### config.mk
export PLATFORM = sky130hd
export DESIGN_NAME = irq_arbiter
export DESIGN_NICKNAME = d
export VERILOG_FILES = /design/src/rtl/irq_pkg.sv /design/src/rtl/irq_gateway.sv /design/src/rtl/irq_arbiter.sv
export SDC_FILE = /design/constraint.sdc
export NUM_CORES = 1
export LEC_CHECK = 0
export CORE_MARGIN = 5
export CORE_UTILIZATION = 40
export CTS_BUF_LIST = sky130_fd_sc_hd__clkbuf_8
export CTS_CLUSTER_SIZE = 24
export DETAILED_ROUTE_END_ITERATION = 16
export DONT_BUFFER_PORTS = 1
export GPL_ROUTABILITY_DRIVEN = 0
export HOLD_SLACK_MARGIN = 0.15
export PLACE_DENSITY = 0.61
export SYNTH_ARGS = -nofsm -noshare
export SYNTH_HDL_FRONTEND = slang
export SYNTH_HIERARCHICAL = 1
export SYNTH_SLANG_ARGS = --single-unit
export TNS_END_PERCENT = 20
### constraint.sdc
create_clock -name clk -period 38 [get_ports clk]
set_clock_uncertainty 0.05 [all_clocks]
set_input_delay 7.6 -clock clk [delete_from_list [all_inputs] [get_ports clk]]
set_output_delay 7.6 -clock clk [all_outputs]
set_load 0.02 [all_outputs]
### src/rtl/irq_pkg.sv
// Shared definitions for the platform interrupt arbiter.
// Register byte offsets, FSM state encoding and the CSR cause number
// that intr_ext feeds (machine external interrupt, mip bit 11).
package irq_pkg;

  localparam logic [4:0] IRQ_PENDING = 5'h00;
  localparam logic [4:0] IRQ_ENABLE  = 5'h04;
  localparam logic [4:0] IRQ_EDGE    = 5'h08;
  localparam logic [4:0] IRQ_PRIO    = 5'h0C;
  localparam logic [4:0] IRQ_THRESH  = 5'h10;
  localparam logic [4:0] IRQ_CLAIM   = 5'h14;

  localparam int unsigned IRQ_EXT_CAUSE = 11;

  typedef enum logic [0:0] {
    IDLE      = 1'b0,
    SERVICING = 1'b1
  } state_t;

endpackage

### src/rtl/irq_gateway.sv
// Per-source gateway: 2-flop synchroniser, edge detect and pending flop.
// Latency: raw line to pending is 3 clock edges.
// No backpressure; edge mode holds a one-deep pending bit until cleared.
module irq_gateway (
  input  logic clk,
  input  logic reset,
  input  logic irq_in,
  input  logic edge_mode,
  input  logic clear,
  input  logic in_service,
  output logic pending
);

  logic sync1_q, sync1_d;
  logic sync2_q, sync2_d;
  logic prev_q, prev_d;
  logic pending_q, pending_d;
  logic rise;

  // Next-state for synchroniser, edge-detect copy and pending bit
  always_comb begin
    sync1_d = irq_in;
    sync2_d = sync1_q;
    prev_d  = sync2_q;
    rise    = sync2_q & ~prev_q;
    if (edge_mode) begin
      // A new edge in the same cycle as a claim clear keeps the bit set
      pending_d = rise | (pending_q & ~clear);
    end else begin
      // Level sources are masked only while this source is being serviced
      pending_d = sync2_q & ~in_service;
    end
  end

  // State flops, cleared asynchronously
  always_ff @(posedge clk or posedge reset) begin
    if (reset) begin
      sync1_q   <= 1'b0;
      sync2_q   <= 1'b0;
      prev_q    <= 1'b0;
      pending_q <= 1'b0;
    end else begin
      sync1_q   <= sync1_d;
      sync2_q   <= sync2_d;
      prev_q    <= prev_d;
      pending_q <= pending_d;
    end
  end

  assign pending = pending_q;

endmodule

### src/rtl/irq_arbiter.sv
// Interrupt arbiter: priority/threshold selection plus claim/complete FSM.
// Latency: pending to intr_ext is 1 edge; claim takes effect on the read edge.
// No backpressure; one source in service, others stay pending until complete.
module irq_arbiter
  import irq_pkg::*;
#(
  parameter int NUM_SRC = 8,
  parameter int PRIO_W  = 2
) (
  input  logic               clk,
  input  logic               reset,
  input  logic [NUM_SRC-1:0] irq_src,
  input  logic [4:0]         addr,
  input  logic [31:0]        data_in,
  input  logic               write_en,
  input  logic               read_en,
  output logic [31:0]        data_out,
  output logic               intr_ext
);

  localparam int PW = NUM_SRC * PRIO_W;

  logic [NUM_SRC-1:0] enable_q, enable_d;
  logic [NUM_SRC-1:0] edge_q, edge_d;
  logic [PW-1:0]      prio_q, prio_d;
  logic [PRIO_W-1:0]  thresh_q, thresh_d;
  state_t             state_q, state_d;
  logic [3:0]         in_service_id_q, in_service_id_d;
  logic               intr_ext_q, intr_ext_d;

  logic [NUM_SRC-1:0] pending;
  logic [NUM_SRC-1:0] clear;
  logic [3:0]         best_id;
  logic [PRIO_W-1:0]  best_prio;
  logic               claim_rd;
  logic               complete_wr;
  logic               unused_data;

  assign unused_data = ^data_in;
  assign claim_rd    = read_en && (addr == IRQ_CLAIM);
  assign complete_wr = write_en && (addr == IRQ_CLAIM);

  genvar g;
  generate
    for (g = 0; g < NUM_SRC; g++) begin : gen_gw
      irq_gateway u_gw (
        .clk        (clk),
        .reset      (reset),
        .irq_in     (irq_src[g]),
        .edge_mode  (edge_q[g]),
        .clear      (clear[g]),
        .in_service ((state_q == SERVICING) && (in_service_id_q == 4'(g + 1))),
        .pending    (pending[g])
      );
    end
  endgenerate

  // Pick highest priority above threshold; strict compare keeps lowest index on ties
  always_comb begin
    best_id   = 4'd0;
    best_prio = thresh_q;
    for (int i = 0; i < NUM_SRC; i++) begin
      if (enable_q[i] && pending[i] && (prio_q[i*PRIO_W +: PRIO_W] > best_prio)) begin
        best_prio = prio_q[i*PRIO_W +: PRIO_W];
        best_id   = 4'(i + 1);
      end
    end
  end

  // Software-writable configuration registers
  always_comb begin
    enable_d = enable_q;
    edge_d   = edge_q;
    prio_d   = prio_q;
    thresh_d = thresh_q;
    if (write_en) begin
      case (addr)
        IRQ_ENABLE: enable_d = data_in[NUM_SRC-1:0];
        IRQ_EDGE:   edge_d   = data_in[NUM_SRC-1:0];
        IRQ_PRIO:   prio_d   = data_in[PW-1:0];
        IRQ_THRESH: thresh_d = data_in[PRIO_W-1:0];
        default:    ;
      endcase
    end
  end

  // Claim/complete FSM and the registered interrupt request
  always_comb begin
    state_d         = state_q;
    in_service_id_d = in_service_id_q;
    intr_ext_d      = 1'b0;
    clear           = '0;
    case (state_q)
      IDLE: begin
        intr_ext_d = (best_id != 4'd0);
        if (claim_rd && (best_id != 4'd0)) begin
          for (int i = 0; i < NUM_SRC; i++) begin
            if (best_id == 4'(i + 1)) clear[i] = 1'b1;
          end
          in_service_id_d = best_id;
          state_d         = SERVICING;
          intr_ext_d      = 1'b0;
        end
      end
      SERVICING: begin
        // Only the id currently in service may complete; others are dropped
        if (complete_wr && (data_in[3:0] == in_service_id_q)) state_d = IDLE;
      end
      default: state_d = IDLE;
    endcase
  end

  // Register read mux; claim reads 0 while a source is in service
  always_comb begin
    data_out = 32'd0;
    case (addr)
      IRQ_PENDING: data_out = 32'(pending);
      IRQ_ENABLE:  data_out = 32'(enable_q);
      IRQ_EDGE:    data_out = 32'(edge_q);
      IRQ_PRIO:    data_out = 32'(prio_q);
      IRQ_THRESH:  data_out = 32'(thresh_q);
      IRQ_CLAIM:   data_out = (state_q == IDLE) ? 32'(best_id) : 32'd0;
      default:     data_out = 32'd0;
    endcase
  end

  // All arbiter state flops, cleared asynchronously
  always_ff @(posedge clk or posedge reset) begin
    if (reset) begin
      enable_q        <= '0;
      edge_q          <= '0;
      prio_q          <= '0;
      thresh_q        <= '0;
      state_q         <= IDLE;
      in_service_id_q <= 4'd0;
      intr_ext_q      <= 1'b0;
    end else begin
      enable_q        <= enable_d;
      edge_q          <= edge_d;
      prio_q          <= prio_d;
      thresh_q        <= thresh_d;
      state_q         <= state_d;
      in_service_id_q <= in_service_id_d;
      intr_ext_q      <= intr_ext_d;
    end
  end

  assign intr_ext = intr_ext_q;

endmodule

==> impl_metrics.env <==
export IMPL_status="completed"
export IMPL_fillers=959
export IMPL_p_sw_uw=88.43
export IMPL_swShare_pct=36.44
export IMPL_rr_worst_depth=52
export IMPL_hold_path_class="flip-flop to flip-flop"
export IMPL_drt_wirelength_per_cell_um=18.66
export IMPL_min_period_ps=19810
export IMPL_finish_utilization_pct=44.28
export IMPL_p_comb_share_pct=30.2
export IMPL_drive_above_1_share_pct=19.26
export IMPL_power_leakage_nw=1.894
export IMPL_synth_avg_cell_area_um2=10.99
export IMPL_path_common_cell="ha_1"
export IMPL_critPathArrivalTime_ps=12160
export IMPL_crit_type="flip-flop to primary output"
export IMPL_hold_depth=0
export IMPL_io_pins=82
export IMPL_grt_setup_unrepaired="false"
export IMPL_setup_violations=0
export IMPL_grtUsageTotal_pct=15.66
export IMPL_die_x_um=110.5
export IMPL_p_per_area_nw_per_um2=55.81
export IMPL_path_depth=49
export IMPL_viasPerCell=5.582
export IMPL_cts_root_buf="clkbuf_8"
export IMPL_die_h_um=110.5
export IMPL_grt_overflow=0
export IMPL_ys_seq_elements=72
export IMPL_ys_types=63
export IMPL_core_um2=9819
export IMPL_clock_latency_ps=350
export IMPL_cts_inserted_buffers=9
export IMPL_dieArea_um2=12220
export IMPL_slew_violations=0
export IMPL_setup_tns_final_ps=0
export IMPL_synth_async_reset_ratio_pct=100.0
export IMPL_pwr_share_clk_pct=26.5
export IMPL_port_buffers=0
export IMPL_h_tree_depth=3
export IMPL_cts_tree="built"
export IMPL_hold_viol_final=0
export IMPL_rows=36
export IMPL_grt_pass1_wl_um=15190
export IMPL_synthToLayoutAreaGrowth_pct=7.552
export IMPL_p_int_uw=154.2
export IMPL_crit_required_ps=30350
export IMPL_clkTransAtPathRegs_ps=80
export IMPL_yosysWarningCount=6
export IMPL_cts_hold_buf=0
export IMPL_cts_repair_resized=0
export IMPL_max_freq_mhz=50.48
export IMPL_synthFlopType="dfrtp_1"
export IMPL_start_util_pct=41.17
export IMPL_synthCells=368
export IMPL_ys_seq_area_share_pct=44.57
export IMPL_clockBufferDepth=2
export IMPL_drt_first_pass_iters=4
export IMPL_synth_edf_count=0
export IMPL_post_dp_hpwl_um=7522
export IMPL_drv_cap=0
export IMPL_num_antenna_cells=0
export IMPL_ant_nets=0
export IMPL_worst_slew_pin_slew_ps=807.3
export IMPL_ir_drop_mv=0.02799
export IMPL_slowest_delay_ps=670
export IMPL_drtIter0Drc=159
export IMPL_cts_sinks=72
export IMPL_critPathSlowestCell="o21ai_0"
export IMPL_grt_pass1_vias=2859
export IMPL_routed_wirelength_um=9553
export IMPL_max_slew_margin_pct=45.61
export IMPL_crit_buf_inv=1
export IMPL_grt_max_degree=41
export IMPL_final_nets=434
export IMPL_cts_setup_buffers=0
export IMPL_worstSetupEndpointType="primary output"
export IMPL_fin_crit_sh_pct=52.13
export IMPL_drc=0
export IMPL_vias=2858
export IMPL_syn_area_um2=4043
export IMPL_critPathLaunchType="flip-flop"
export IMPL_power_frac_seq_pct=43.4
export IMPL_grt_antenna_before_repair=0
export IMPL_crit_family="compound AO/OA/AOI/OAI gates"
export IMPL_critPathMaxFanout=7
worst reg2reg max path: cells and delay by family, from the launching register on:
| family | cells | cell delay (ps) |
|---|---|---|
| adders and majority gates | 8 | 2220 |
| buffers and inverters | 3 | 440 |
| DFF | 1 | 490 |
| AOI/OAI and AO/OA | 20 | 4820 |
| muxes | 1 | 400 |
| and+or+nand+nor | 20 | 3720 |
routing by layer:
metal	vias to the layer above	routed length [um]	part of all wire, %	track usage [%]
met5	-	0	0	0
met4	0	301	3.2	6.814
met3	23	634	6.6	4.322
met2	86	4571	48	25.32
met1	1406	4046	42	19.61
li1	1343	-	-	-
cells in the mapped netlist (5+ instances only):
cell	count	area, um^2
and2_1	14	87.58
mux2_2	35	394.1
buf_4	16	120.1
a32o_1	8	80.08
o21ai_0	5	25.02
dfrtp_1	72	1802
and3_1	7	43.79
inv_1	32	120.1
nand3_1	13	65.06
nand2_1	22	82.58
mux2i_1	9	90.09
mux4_2	7	157.7
nor3_1	5	25.02
o2111ai_1	6	52.55
nor2_1	21	78.83
a21oi_1	6	30.03
ha_1	11	137.6
clkbuf_1	6	22.52
nand4_1	5	31.28
layout by cell type, fill, tap and decap left out, drive strengths merged, types with 10 or more instances in the layout:
cell type / n
mux2: 35
dfrtp: 72
nand3: 13
clkbuf: 10
ha: 11
nand2: 22
and2: 15
nor2: 21
conb: 16
inv: 37
flip-flops by register name, summed over array words and instances (netlist names):
| name | flops |
|---|---|
| thresh_q | 2 |
| state_q | 1 |
| gen_gw.u_gw/pending | 8 |
| gen_gw.u_gw/sync1_q | 8 |
| edge_q | 8 |
| in_service_id_q | 4 |
| prio_q | 16 |
| intr_ext | 1 |
| gen_gw.u_gw/prev_d | 8 |
| gen_gw.u_gw/prev_q | 8 |
| enable_q | 8 |
power by group through the flow:
stage	Combinational, mW	Sequential, mW	Clock (mW)
4_1_cts	0.0736	0.105	0.0660
3_3_place_gp	0.0709	0.106	0
6_report	0.0733	0.105	0.0642
5_1_grt	0.0811	0.107	0.0698
2_1_floorplan	0.0614	0.101	0
3_5_place_dp	0.0732	0.106	0
cell families after synthesis:
| group | after synthesis | share of synthesized area, % |
|---|---|---|
| compound gates | 62 | 13.18 |
| simple gates | 111 | 15.17 |
| fa+ha+maj | 12 | 3.652 |
| buf+inv | 55 | 6.592 |
| mux | 51 | 15.88 |
| other cells | 1 | 0.09276 |
| xor+xnor | 4 | 0.8668 |
| flops | 72 | 44.57 |
stage by stage:
stage	instances	hold slack [ps]	total power, mW	setup slack (ps)	cell area, um^2
2_1_floorplan	383	281.2	0.1620	20480	4099
3_3_place_gp	496	282.1	0.1768	18720	4138
3_5_place_dp	496	284.7	0.1796	18670	4138
4_1_cts	512	303.5	0.2444	18240	4348
5_1_grt	512	323.0	0.2582	17380	4348
6_report	512	301.4	0.2426	18190	4348
worst paths after layout:
check	start	endpoint	slack (ps)
max in group asynchronous	reset	intr_ext	30290
setup / recovery	thresh_q[1]	data_out[2]	18190
hold reg to reg	gen_gw[4].u_gw/sync1_q	gen_gw[4].u_gw/prev_d	300
hold / removal	gen_gw[4].u_gw/sync1_q	gen_gw[4].u_gw/prev_d	300
min in group asynchronous	reset	gen_gw[7].u_gw/pending	6960
setup reg to reg	thresh_q[1]	gen_gw[1].u_gw/pending	25760
area by class of cell:
class / count / area (um^2) / share of cell area (%)
tap: 133 / 166.4 / 3.827
clock inverter: 6 / 72.57 / 1.669
timing repair buffer: 2 / 15.01 / 0.3453
inverter: 33 / 123.9 / 2.849
multi-input combinational: 256 / 2031 / 46.71
clock buffer: 10 / 137.6 / 3.165
sequential: 72 / 1802 / 41.44
Note: power is estimated with default switching activity, not from simulation.
